`src/rtl/bcd_scan_display.sv`:
```
`default_nettype none
// ==== bcd_scan_display : time-multiplexed BCD/hex 7-segment scan driver ====
// ==== rev 1.0                                                            ====
module bcd_scan_display #(
   parameter int NUM_DIGITS = 4,
   parameter int SCAN_DIV   = 1000,
   parameter int ACTIVE_LOW = 1,
   parameter int BLANK_LZ   = 1
) (
   input  logic                    clk,
   input  logic                    rst_n,
   input  logic                    enable,
   input  logic                    load,
   input  logic [4*NUM_DIGITS-1:0] bcd_in,
   input  logic [NUM_DIGITS-1:0]   dp_in,
   output logic [7:0]              segment,
   output logic [NUM_DIGITS-1:0]   digit_en,
   output logic                    frame_done
);

   localparam int c_presc_w = $clog2(SCAN_DIV);
   localparam int c_idx_w   = $clog2(NUM_DIGITS);
   localparam logic c_inv   = (ACTIVE_LOW != 0);
   localparam logic c_blank = (BLANK_LZ != 0);
   localparam logic [7:0]            c_seg_off   = {8{c_inv}};
   localparam logic [NUM_DIGITS-1:0] c_en_off    = {NUM_DIGITS{c_inv}};
   localparam logic [c_presc_w-1:0]  c_presc_max = c_presc_w'(SCAN_DIV - 1);
   localparam logic [c_idx_w-1:0]    c_idx_max   = c_idx_w'(NUM_DIGITS - 1);

   logic [4*NUM_DIGITS-1:0] val_q, val_d;
   logic [NUM_DIGITS-1:0]   dp_q, dp_d;
   logic [c_presc_w-1:0]    presc_q, presc_d;
   logic [c_idx_w-1:0]      idx_q, idx_d;
   logic [7:0]              segment_q, segment_d;
   logic [NUM_DIGITS-1:0]   digit_en_q, digit_en_d;
   logic                    frame_done_q, frame_done_d;

   logic                    w_tick;
   logic [c_idx_w-1:0]      w_idx_next;
   logic [NUM_DIGITS-1:0]   w_lead_zero;
   logic [NUM_DIGITS-1:0]   w_sel;
   logic [3:0]              w_nib;
   logic                    w_dp;
   logic                    w_blank;
   logic                    w_zero_run;

   function automatic logic [6:0] glyph(input logic [3:0] nib);
      logic [6:0] g;
      case (nib)
         4'h0:    g = 7'h3F;
         4'h1:    g = 7'h06;
         4'h2:    g = 7'h5B;
         4'h3:    g = 7'h4F;
         4'h4:    g = 7'h66;
         4'h5:    g = 7'h6D;
         4'h6:    g = 7'h7D;
         4'h7:    g = 7'h07;
         4'h8:    g = 7'h7F;
         4'h9:    g = 7'h6F;
         4'hA:    g = 7'h77;
         4'hB:    g = 7'h7C;
         4'hC:    g = 7'h39;
         4'hD:    g = 7'h5E;
         4'hE:    g = 7'h79;
         default: g = 7'h71;
      endcase
      return g;
   endfunction

   // Glyph is built from the shadow next-state so a load coincident with a tick shows at once.
   always_comb begin
      val_d      = load ? bcd_in : val_q;
      dp_d       = load ? dp_in  : dp_q;
      w_tick     = (presc_q == c_presc_max);
      w_idx_next = (idx_q == c_idx_max) ? '0 : idx_q + c_idx_w'(1);
   end

   always_comb begin
      w_zero_run  = 1'b1;
      w_lead_zero = '0;
      w_sel       = '0;
      w_nib       = 4'h0;
      w_dp        = 1'b0;
      w_blank     = 1'b0;
      for (int i = NUM_DIGITS - 1; i >= 0; i--) begin
         w_zero_run     = w_zero_run & (val_d[4*i +: 4] == 4'h0);
         w_lead_zero[i] = w_zero_run;
      end
      for (int i = 0; i < NUM_DIGITS; i++) begin
         if (c_idx_w'(i) == w_idx_next) begin
            w_sel[i] = 1'b1;
            w_nib    = val_d[4*i +: 4];
            w_dp     = dp_d[i];
            w_blank  = c_blank & w_lead_zero[i] & (i != 0);
         end
      end
   end

   always_comb begin
      presc_d      = presc_q;
      idx_d        = idx_q;
      segment_d    = segment_q;
      digit_en_d   = digit_en_q;
      frame_done_d = 1'b0;
      if (!enable) begin
         presc_d    = '0;
         idx_d      = '0;
         segment_d  = c_seg_off;
         digit_en_d = c_en_off;
      end else if (w_tick) begin
         presc_d      = '0;
         idx_d        = w_idx_next;
         segment_d    = {w_dp, (w_blank ? 7'h00 : glyph(w_nib))} ^ c_seg_off;
         digit_en_d   = w_sel ^ c_en_off;
         frame_done_d = (w_idx_next == '0);
      end else begin
         presc_d = presc_q + c_presc_w'(1);
      end
   end

   always_ff @(posedge clk or negedge rst_n) begin
      if (!rst_n) begin
         val_q        <= '0;
         dp_q         <= '0;
         presc_q      <= '0;
         idx_q        <= '0;
         segment_q    <= c_seg_off;
         digit_en_q   <= c_en_off;
         frame_done_q <= 1'b0;
      end else begin
         val_q        <= val_d;
         dp_q         <= dp_d;
         presc_q      <= presc_d;
         idx_q        <= idx_d;
         segment_q    <= segment_d;
         digit_en_q   <= digit_en_d;
         frame_done_q <= frame_done_d;
      end
   end

   assign segment    = segment_q;
   assign digit_en   = digit_en_q;
   assign frame_done = frame_done_q;

endmodule
`default_nettype wire

```
`config.mk`:
```
export PLATFORM = sky130hd
export DESIGN_NAME = bcd_scan_display
export DESIGN_NICKNAME = d
export VERILOG_FILES = /design/src/rtl/bcd_scan_display.sv
export SDC_FILE = /design/constraint.sdc
export NUM_CORES = 1
export LEC_CHECK = 0
export ABC_CLOCK_PERIOD_IN_PS = 3500
export BUFFER_PORTS_ARGS = -buffer_cell sky130_fd_sc_hd__buf_2
export CAP_MARGIN = 40
export CORE_ASPECT_RATIO = 1.25
export CORE_MARGIN = 1.5
export CORE_UTILIZATION = 45
export DETAILED_ROUTE_END_ITERATION = 10
export GPL_TIMING_DRIVEN = 0
export PLACE_DENSITY = 0.67
export SETUP_SLACK_MARGIN = 0.1
export SYNTH_ARGS = -nofsm -noshare
export SYNTH_HDL_FRONTEND = slang
export SYNTH_SLANG_ARGS = --single-unit
```
`constraint.sdc`:
```
create_clock -name clk -period 3.5 [get_ports clk]
set_input_delay 0 -clock clk [delete_from_list [all_inputs] [get_ports clk]]
set_output_delay 0 -clock clk [all_outputs]
set_load 0.01 [all_outputs]
```
==> metrics.md <==
| Metric | Value |
|---|---|
| Final Power | between 0.001 and 0.0015 W |
| Synth Area per Inst | approximately 11 µm² |
| Hold-fix buffers, CTS | 20 |
| Number of synthesized flops with an enable pin | 0 |
| TritonCTS buffer count | 5 |
| Setup skew after layout | approximately 0.0079 ns |
| Synth cell count leaders | dfrtp_1, nor2_1, mux2_2, dfstp_2, ha_1 |
| Core area | between 5000 and 6000 µm² |
| Post-Syn Area | between 2000 and 2500 µm² |
| Drt total wl | approximately 5.1 mm |
| Wl on met1 | between 2 and 2.5 mm |
| Synthesized Nets | roughly 250 |
| Final worst slack | 0.618 ns |
| Clk slew on worst S/H paths | around 0.080 ns |
| Max Fclk | roughly 0.35 GHz |
| Asr flop ratio synth | 1.00 |
| Pins Over Slew Limit | 0 |
| Met3 wire length | roughly 160 µm |
| DIE WIDTH | between 60 and 70 µm |
| CTS tree | built |
| Fill cells | about 440 |
| GRT overflow | 0 |
| Clock root cell | clkbuf_8 |
| FF-to-FF Start | idx_q[0]$_DFFE_PN0P_ |
| Yosys top cell area share | 0.351 |
| Yosys synthesis warning count | 0 |
| Dpl cell area | 2630 µm² |
| Row Count | 29 |
| Post-DRT Antenna Nets | 0 |
| Launch point of the worst hold path | bcd_in[14] |
| Max-cap violations | 0 |
| Gr usage total | 0.198 |
| Hold slack | roughly 0.023 ns |
| Cell leakage power | approximately 1.3 nW |
| Area growth syn-to-layout | 25.0% |
| Crit path arrival time | between 3 and 4 ns |
| Run status | completed |
| VDD IR max | a little under 0.0002 V |
| # resized after CTS | 0 |
| Setup-failing EPs final | 0 |
| Met2 wire length | about 2.6 mm |
| # Post-CTS Setup Buffers | 0 |
| H-Tree Depth | 2 |
| Top Ports | 37 |
| Final instance area | 2950 µm² |
| WHS Path Cells | 2 |
| Critical Path End Type | flop |
| Final HPWL DP | between 3 and 4 mm |
| Seq cells post-synth | 45 |
| Min-Delay Path Class | input port to flop |
| First-pass GRT wire length | between 8 and 9 mm |
| Worst-path fanout max | 8 |
| Drt wl/cell | 15.0 µm |
| Antenna violations before repair | 0 |
| Reg-to-reg slack, setup | roughly 0.62 ns |
| Seq/Total Area, Yosys | 0.484 |
| Setup TNS | 0 ns |
| Starting Density | 0.467 |
| R2R depth | 10 |
| Clock tree buffer depth | 2 |
| Top FF cell, synth | dfrtp_1 |
| Period utilization | 0.824 |
| Number of global-route vias before repair | ~1900 |
| Worst skew pair latency | around 0.29 ns |
| Top Layer Used | met4 |
| WP data required | 3.74 ns |
| Share of layout cells above drive strength 1 | 0.309 |
| Worst slew pin tran | around 0.52 ns |
| Area contributors post-synth | dfrtp_1, dfstp_2, mux2_2 |
| Final hold viol count | 0 |
| Yosys cell types | 46 |
| Unrepaired setup endpoints after global routing | false |
| Die Y | about 84 µm |
| Mapped Cells | approximately 210 |
| Port Buffers | 35 |
| Dpl ws | approximately 0.63 ns |
| Diode count | 0 |
| FF-to-FF End | segment[3]$_DFFE_PN1P_ |
| Kind of critical path | flop to flop |
| Min cycle time layout | 2.88 ns |
| Rel. slew slack | 0.654 |
| Pwr/cell area | a little under 400 nW/µm² |
| Largest net degree at the start of global routing | 34 |
| Vias per inst | between 5 and 6 |
| Worst Hold Path EP | val_q[14]$_DFF_PN0_ |
| Vias post-DR | roughly 1800 |
| Post-synth top area cell | dfrtp_1 |
| DRC Markers | 0 |
| Initial DRT Pass Iterations | 4 |
| Die area | 5680 µm² |
| Most common cell in the netlist | dfrtp_1 |
| GPL Wtd Cong | slightly above 0.8 |
| Initial drt markers | between 100 and 150 |
| Crit path launch type | flop |
| Nets | 310 |
| TritonCTS Sinks | 45 |
[report_power, final]
group	internal [W]	switching, W
Sequential	0.000546	0.0000118
Clock	0.000233	0.000166
Combinational	0.0000900	0.0000871
[worst max path at each step]
stage	from	end	slack, ns	cells past startpoint
floorplan	idx_q[0]$_DFFE_PN0P_	segment[3]$_DFFE_PN1P_	1.03	10
global placement	idx_q[0]$_DFFE_PN0P_	segment[3]$_DFFE_PN1P_	0.65	10
detailed placement	idx_q[0]$_DFFE_PN0P_	segment[3]$_DFFE_PN1P_	0.63	10
CTS	idx_q[0]$_DFFE_PN0P_	segment[3]$_DFFE_PN1P_	0.59	10
global route	idx_q[0]$_DFFE_PN0P_	segment[3]$_DFFE_PN1P_	0.39	10
finish	idx_q[0]$_DFFE_PN0P_	segment[3]$_DFFE_PN1P_	0.62	10
[flip-flops by register name (all words and copies together) (netlist names)]
| signal | count |
|---|---|
| idx_q | 2 |
| frame_done | 1 |
| presc_q | 10 |
| digit_en | 4 |
| segment | 8 |
| dp_q | 4 |
| val_q | 16 |
[area by class of cell]
cell class,instances,area (µm²),area share
Sequential cell,45,1140,0.387
Timing Repair Buffer,56,395,0.134
Clock inverter,1,30.0,0.0102
Tap cell,62,77.6,0.0263
Inverter,10,37.5,0.0127
Multi-Input combinational cell,145,1110,0.378
Buffer,11,65.1,0.0221
Clock buffer,7,86.3,0.0293
[critical path, stage by stage (launching register included)]
cell	delay (ns)
dfrtp_1	0.43
inv_1	0.12
ha_1	0.15
clkbuf_1	0.28
and2b_1	0.29
a221oi_1	0.39
o31a_2	0.30
ha_1	0.26
or2_2	0.31
a22oi_2	0.16
o22a_1	0.14
[placed cells by master, fill, tap and decap left out, types with 3 or more instances in the layout]
master	count
buf_2	36
clkbuf_1	6
dfrtp_1	33
inv_1	10
xor2_1	6
mux2i_1	10
o22ai_1	3
clkbuf_8	6
dfstp_2	12
nor3_1	3
a221oi_1	3
o21ai_0	3
mux2_2	15
ha_1	12
o22a_1	4
mux2_4	3
dlygate4sd3_1	20
nand2_1	10
nor2_1	27
nand3_1	6
or4_1	5
a21oi_1	8
[stage by stage]
step,std cells,utilization
after floorplan,211,-
after global placement,308,0.517
after detailed placement,309,0.521
after CTS,337,0.584
after global routing,337,0.584
final,337,0.584
[per-layer routing]
layer / up-vias / track usage
li1: 864 / -
met1: 855 / 0.230
met2: 41 / 0.341
met3: 10 / 0.0418
met4: 0 / 0.0835
met5: - / 0
[kinds of logic (layout without fill, tap and decap cells)]
family,after synthesis,count (layout),share of synthesized area
xor gates and xnor gates,8,8,0.0297
and+or+nand+nor,62,62,0.126
DFF,45,45,0.484
adders and majority gates,12,12,0.0637
buffers and inverters,21,85,0.0435
muxes,28,28,0.133
AOI/OAI and AO/OA,35,35,0.119
No activity file was read; power rests on OpenSTA's default activity.
